==> src/rtl/seq_hit_logger.sv <==
`default_nettype none
// ============================================================================
// Module   : seq_hit_logger
// Brief    : Timestamps sequence-detector hits with a free-running bit position
//            and queues them in a FWFT FIFO; saturating hit count, sticky drop flag.
// Revision : 1.0
// ============================================================================
module seq_hit_logger #(
    parameter int CNT_W  = 8,
    parameter int DEPTH  = 4,
    parameter int ADDR_W = 2,
    parameter int HIT_W  = 8
) (
    input  logic             clk,
    input  logic             reset,
    input  logic             enable,
    input  logic             seq_seen,
    input  logic             rd_en,
    input  logic             clr_ovf,
    output logic [CNT_W-1:0] rd_data,
    output logic             empty,
    output logic             full,
    output logic             overflow,
    output logic [HIT_W-1:0] hit_count
);

    localparam logic [ADDR_W:0]  c_full_count = (ADDR_W + 1)'(DEPTH);
    localparam logic [HIT_W-1:0] c_hit_max    = {HIT_W{1'b1}};

    logic [CNT_W-1:0]  r_pos;
    logic [CNT_W-1:0]  r_mem [DEPTH];
    logic [ADDR_W-1:0] r_wr_ptr;
    logic [ADDR_W-1:0] r_rd_ptr;
    logic [ADDR_W:0]   r_count;
    logic              r_empty;
    logic              r_full;
    logic              r_overflow;
    logic [HIT_W-1:0]  r_hit_count;

    logic              w_hit;
    logic              w_pop;
    logic              w_push;
    logic              w_drop;
    logic [ADDR_W:0]   w_count_nxt;

    assign w_hit  = enable & seq_seen;
    assign w_pop  = rd_en & ~r_empty;
    // A full FIFO still accepts a hit when the head leaves in the same cycle.
    assign w_push = w_hit & (~r_full | w_pop);
    assign w_drop = w_hit & r_full & ~w_pop;

    always_comb begin
        w_count_nxt = r_count;
        if (w_push && !w_pop) begin
            w_count_nxt = r_count + (ADDR_W + 1)'(1);
        end else if (w_pop && !w_push) begin
            w_count_nxt = r_count - (ADDR_W + 1)'(1);
        end
    end

    always_ff @(posedge clk or posedge reset) begin
        if (reset) begin
            r_pos       <= '0;
            r_wr_ptr    <= '0;
            r_rd_ptr    <= '0;
            r_count     <= '0;
            r_empty     <= 1'b1;
            r_full      <= 1'b0;
            r_overflow  <= 1'b0;
            r_hit_count <= '0;
        end else begin
            if (enable) begin
                r_pos <= r_pos + CNT_W'(1);
            end
            if (w_push) begin
                r_wr_ptr <= r_wr_ptr + ADDR_W'(1);
            end
            if (w_pop) begin
                r_rd_ptr <= r_rd_ptr + ADDR_W'(1);
            end
            r_count <= w_count_nxt;
            r_empty <= (w_count_nxt == '0);
            r_full  <= (w_count_nxt == c_full_count);
            if (w_hit && (r_hit_count != c_hit_max)) begin
                r_hit_count <= r_hit_count + HIT_W'(1);
            end
            // A drop in the same cycle as a clear keeps the flag set.
            if (w_drop) begin
                r_overflow <= 1'b1;
            end else if (clr_ovf) begin
                r_overflow <= 1'b0;
            end
        end
    end

    always_ff @(posedge clk) begin
        if (w_push) begin
            r_mem[r_wr_ptr] <= r_pos;
        end
    end

    assign rd_data   = r_empty ? '0 : r_mem[r_rd_ptr];
    assign empty     = r_empty;
    assign full      = r_full;
    assign overflow  = r_overflow;
    assign hit_count = r_hit_count;

endmodule
`default_nettype wire

==> config.mk <==
export PLATFORM = sky130hd
export DESIGN_NAME = seq_hit_logger
export DESIGN_NICKNAME = d
export VERILOG_FILES = /design/src/rtl/seq_hit_logger.sv
export SDC_FILE = /design/constraint.sdc
export NUM_CORES = 1
export LEC_CHECK = 0
export ABC_AREA = 1
export BUFFER_PORTS_ARGS = -buffer_cell sky130_fd_sc_hd__buf_2
export CORE_MARGIN = 4
export CORE_UTILIZATION = 55
export CTS_BUF_LIST = sky130_fd_sc_hd__clkbuf_4 sky130_fd_sc_hd__clkbuf_8
export DETAILED_ROUTE_END_ITERATION = 16
export HOLD_SLACK_MARGIN = 0.05
export PLACE_DENSITY = 0.75
export SETUP_SLACK_MARGIN = 0.3
export SLEW_MARGIN = 20
export SYNTH_ARGS = -nofsm -noshare
export SYNTH_HDL_FRONTEND = slang
export SYNTH_SLANG_ARGS = --single-unit
==> constraint.sdc <==
create_clock -name clk -period 2.4 [get_ports clk]
set_input_delay 0.36 -clock clk [delete_from_list [all_inputs] [get_ports clk]]
set_output_delay 0.36 -clock clk [all_outputs]
set_load 0.02 [all_outputs]
Word level (Yosys, flattened, before mapping)
Memory sizes are Yosys's and may differ from the RTL's.
Index checks and enable logic that the tools add are counted.
- muxes and demuxes: 7
- shift operators: 0
- reduce and logical (&&, ||, !) cells: 7
- equal/unequal tests: 2
- $lt $le $gt $ge: 0
- multipliers: 0
- divide/modulo/power cells: 0
- add/subtract/negate cells: 6
- bitwise logic cells: 9
- operators with widths (cell ; number):
    $add 8x1->8 const B ; 2
    $mux 8 ; 1
    $ne 8x8->1 const B ; 1
    $mux 3 ; 2
    $and 1x1->1 ; 5
    $add 2x1->2 const B ; 2
    $mux 1 ; 4
    $add 3x1->3 const B ; 1
    $eq 3x3->1 const B ; 1
    $logic_and 1x1->1 ; 3
    $logic_not 3->1 ; 1
    $not 1->1 ; 3
    $sub 3x1->3 const B ; 1
    $logic_not 1->1 ; 2
    $reduce_bool 2->1 ; 1
    $or 1x1->1 ; 1
- latch bits: 0
- memory bits (read-only): 0
- logic and storage cells: 40
- memories kept: 1
- bits in registers: 26
- RAM bits: 32
- memory list (name ; words ; bits a word ; rd ports ; clocked after Yosys merged registers in ; wr ports ; RTL line ; RTL):
    r_mem ; 4 ; 8 ; 1 ; 0 ; 1 ; 31 ; logic [CNT_W-1:0] r_mem [DEPTH];

Logic depth before layout (Yosys ltp)
- depth in word-level cells: 9
- mapped depth: 10
- gate-level depth less buffers: 9

Worst setup path after synthesis
Ideal clock, no wire load.
- kind: register to output
- start point: register r_rd_ptr[0]
- end point: output rd_data[6]
- required time: 2040 ps
- stages on the path, launching flop included: 6
- data arrival time: 1271 ps
- slack: 769 ps
- cells stage by stage: dfrtp_1 -> buf_2 -> inv_1 -> buf_2 -> o21ai_0 -> a21oi_1
- word-level cells in the longest chain between the ends: 2
- ends and longest elaborated chain (item ; RTL line ; RTL):
    start, declared ; 33 ; logic [ADDR_W-1:0] r_rd_ptr;
    start signal, assigned ; 79 ; r_rd_ptr <= r_rd_ptr + ADDR_W'(1);
    $mem_v2 4x8 ; - ;
    $mux 8 ; 102 ; assign rd_data = r_empty ? '0 : r_mem[r_rd_ptr];
    end, declared ; 20 ; output logic [CNT_W-1:0] rd_data,
Every way passes these cells.

Final worst setup path
- start point: register r_rd_ptr[0]
- end point: output rd_data[2]
Same word-level chain as after synthesis.

==> reports/summary.txt <==
largest fanout on the critical path: 18
Critical Path Start Type: register
status: finished clean
layout cell share with drive strength beyond 1: 0.216
RD Place Congestion: 0.792
Total Power: 3.91 mW
setup bufs post-CTS: 0
setup TNS: 0 ns
Chip Height: 77.4 µm
wire per inst: 13.8 µm
Reg2Reg Setup Slack: 0.79 ns
Post-Place Cell Area: 2850 µm²
CTS tree: yes
Clock Sink Count: 58
IO Port Bufs: 24
register area share after synthesis: 0.608
dpl hpwl: 3.23 mm
Die ar.: 6000 µm²
worst r2r src: empty
Reg2Reg Depth: 6
Final #Nets: 297
DR iter-0 viols: 115
LEAKAGE: 1.35 nW
# DRC: 0
Ys Warns: 0
GRT Overall Usage: 0.182
CP Data Required Time: 2.04 ns
maximum VDD drop: 0.000717 V
diode count: 0
critical path class: register to output port
pin count of the biggest net entering global routing: 27
f_max: 0.520 GHz
Post-synth EDFFs: 32
Synth Instances: 247
slowest CP cell: dfrtp_1
drt pass-1 iters: 4
grt total ovfl: 0
row count: 25
Crit. End Element: output port
Hold WC Path Type: input port to async pin
Area growth, synth to finish: 15.9%
fin crit period: 1.92 ns
Yosys cell types: 32
initial core utilization: 0.565
via count: 1,764
Final Cell Area: 3080 µm²
Via density: 5.17
width of the die: 77.4 µm
prevailing post-synth register cell: edfxtp_1
Async S/R FF share, synth: 0.448
syn avg cell area: 10.7 µm²
CTS Buf Count: 9
vias in the first global route: 1,855
worst skew pair latency: 0.33 ns
PD cells: 1270 nW/µm²
Worst-path clk slew: 0.06 ns
final setup fails: 0
htree depth: 3
FF+latch count, synth: 58
syn nets: 261
DRT antenna net count: 0
Cell Area, Synth: 2650 µm²
Final period util: 0.801
Data arrival, critical path: 1.56 ns
slew margin rel.: 0.777
Cell Chain, Critical Path: clkinvlp_4, o21ai_1, a21oi_1, buf_2
first-pass GRT wire length: 8.40 mm
commonest non-fill, non-tap cell in the layout: nor2_1
Clock Tree Buf Depth: 2
Setup Skew: 0.00839 ns
antenna violations before repair: 0
drt total wl: 4.71 mm
Worst path max stage delay: 0.40 ns
commonest cells after routing, fill and taps aside: 47 x nor2_1, 32 x edfxtp_1, 29 x nand2_1
max_cap viols: 0
RSZ-0062 raised after global routing: false
final number of hold-violating endpoints: 0
I/O Pins: 25
Core Footprint: 4690 µm²
FF-to-FF End: r_mem[1][2]
worst-margin pin slew: 0.335 ns
Clock Root Buffer: clkbuf_8
Hold-fix buffers, CTS: 0
max-slew violations: 0
-- cell type report --
type / count / area [µm²]
repair buffers: 30 / 169
flip-flops and latches: 58 / 1610
clock buffers: 11 / 145
inverters: 29 / 120
well taps: 54 / 67.6
fillers: 357 / 1620
clock inverters: 4 / 67.6
multi-input cells: 155 / 892
-- per-stage QoR --
step                hold slack [ns]  instances  utilization  setup WS, ns
detailed placement            0.440        326        0.608         0.741
global route                  0.104        341        0.655         0.370
CTS                          0.0819        341        0.654         0.378
global placement              0.431        326        0.608         0.775
floorplan                     0.399        247            -         0.769
finish                       0.0764        341        0.655         0.478
-- critical path, delay by kind of cell, from the launching register on --
kind,cells,cell delay [ns]
buf+inv,2,0.44
compound gates,2,0.39
flops,1,0.40
-- repair_timing --
action / CTS / global route
endpoints found under the hold margin: 0 / 0
gates resized for setup: 0 / 4
endpoints found under the setup margin: 0 / 8
-- worst max-delay path by stage --
stage                            from          to  cells after the start
after floorplan           r_rd_ptr[0]  rd_data[6]                      5
after global placement    r_rd_ptr[0]  rd_data[2]                      4
after detailed placement  r_rd_ptr[0]  rd_data[2]                      4
after CTS                 r_rd_ptr[0]  rd_data[2]                      4
after global routing      r_rd_ptr[0]  rd_data[2]                      6
final                     r_rd_ptr[0]  rd_data[2]                      4
-- Yosys cell counts, types with 2 or more instances --
cell	n	share of area
buf_2	4	0.0075
nand4_1	2	0.0047
xnor2_1	5	0.017
ha_1	8	0.038
a21oi_1	9	0.017
dfrtp_1	25	0.24
o21ai_0	18	0.034
inv_2	2	0.0028
nand2_1	29	0.041
nor2_2	2	0.0047
edfxtp_1	32	0.36
nand2_2	3	0.0071
nand3b_1	2	0.0057
o21ai_1	2	0.0038
inv_1	25	0.035
xor2_1	11	0.036
nand3_1	7	0.013
nor2_1	47	0.067
-- per-layer routing --
metal | vias to the layer above | track usage | part of all wire | wire length, µm
met5 | - | 0 | 0 | 0
met4 | 0 | 0.103 | 0.021 | 99
li1 | 876 | - | - | -
met2 | 37 | 0.301 | 0.50 | 2360
met3 | 10 | 0.0464 | 0.036 | 172
met1 | 841 | 0.214 | 0.44 | 2080
-- power by group --
part	internal (mW)	total [mW]	switching [mW]	leakage, nW
registers	1.38	1.65	0.276	0.602
clock network	0.611	0.958	0.346	0.108
logic	0.481	1.30	0.817	0.645
-- sequential cells by signal, summed over array words and instances (netlist names) --
register and count:
overflow 1, r_count 3, r_rd_ptr 2, empty 1, full 1, r_pos 8
r_wr_ptr 2, hit_count 8, r_mem 32
-- cells by family (layout without fill, tap and decap cells) --
logic type	after synthesis	count (layout)	share of synthesized area
AO/OA/AOI/OAI	32	32	0.0703
XOR/XNOR	16	16	0.0528
adder cells (fa/ha/maj)	8	8	0.0377
buffers and inverters	34	74	0.0557
flip-flops	58	58	0.608
multiplexers	1	1	0.00424
AND/OR/NAND/NOR	98	98	0.171
(Power assumes the default switching activity.)
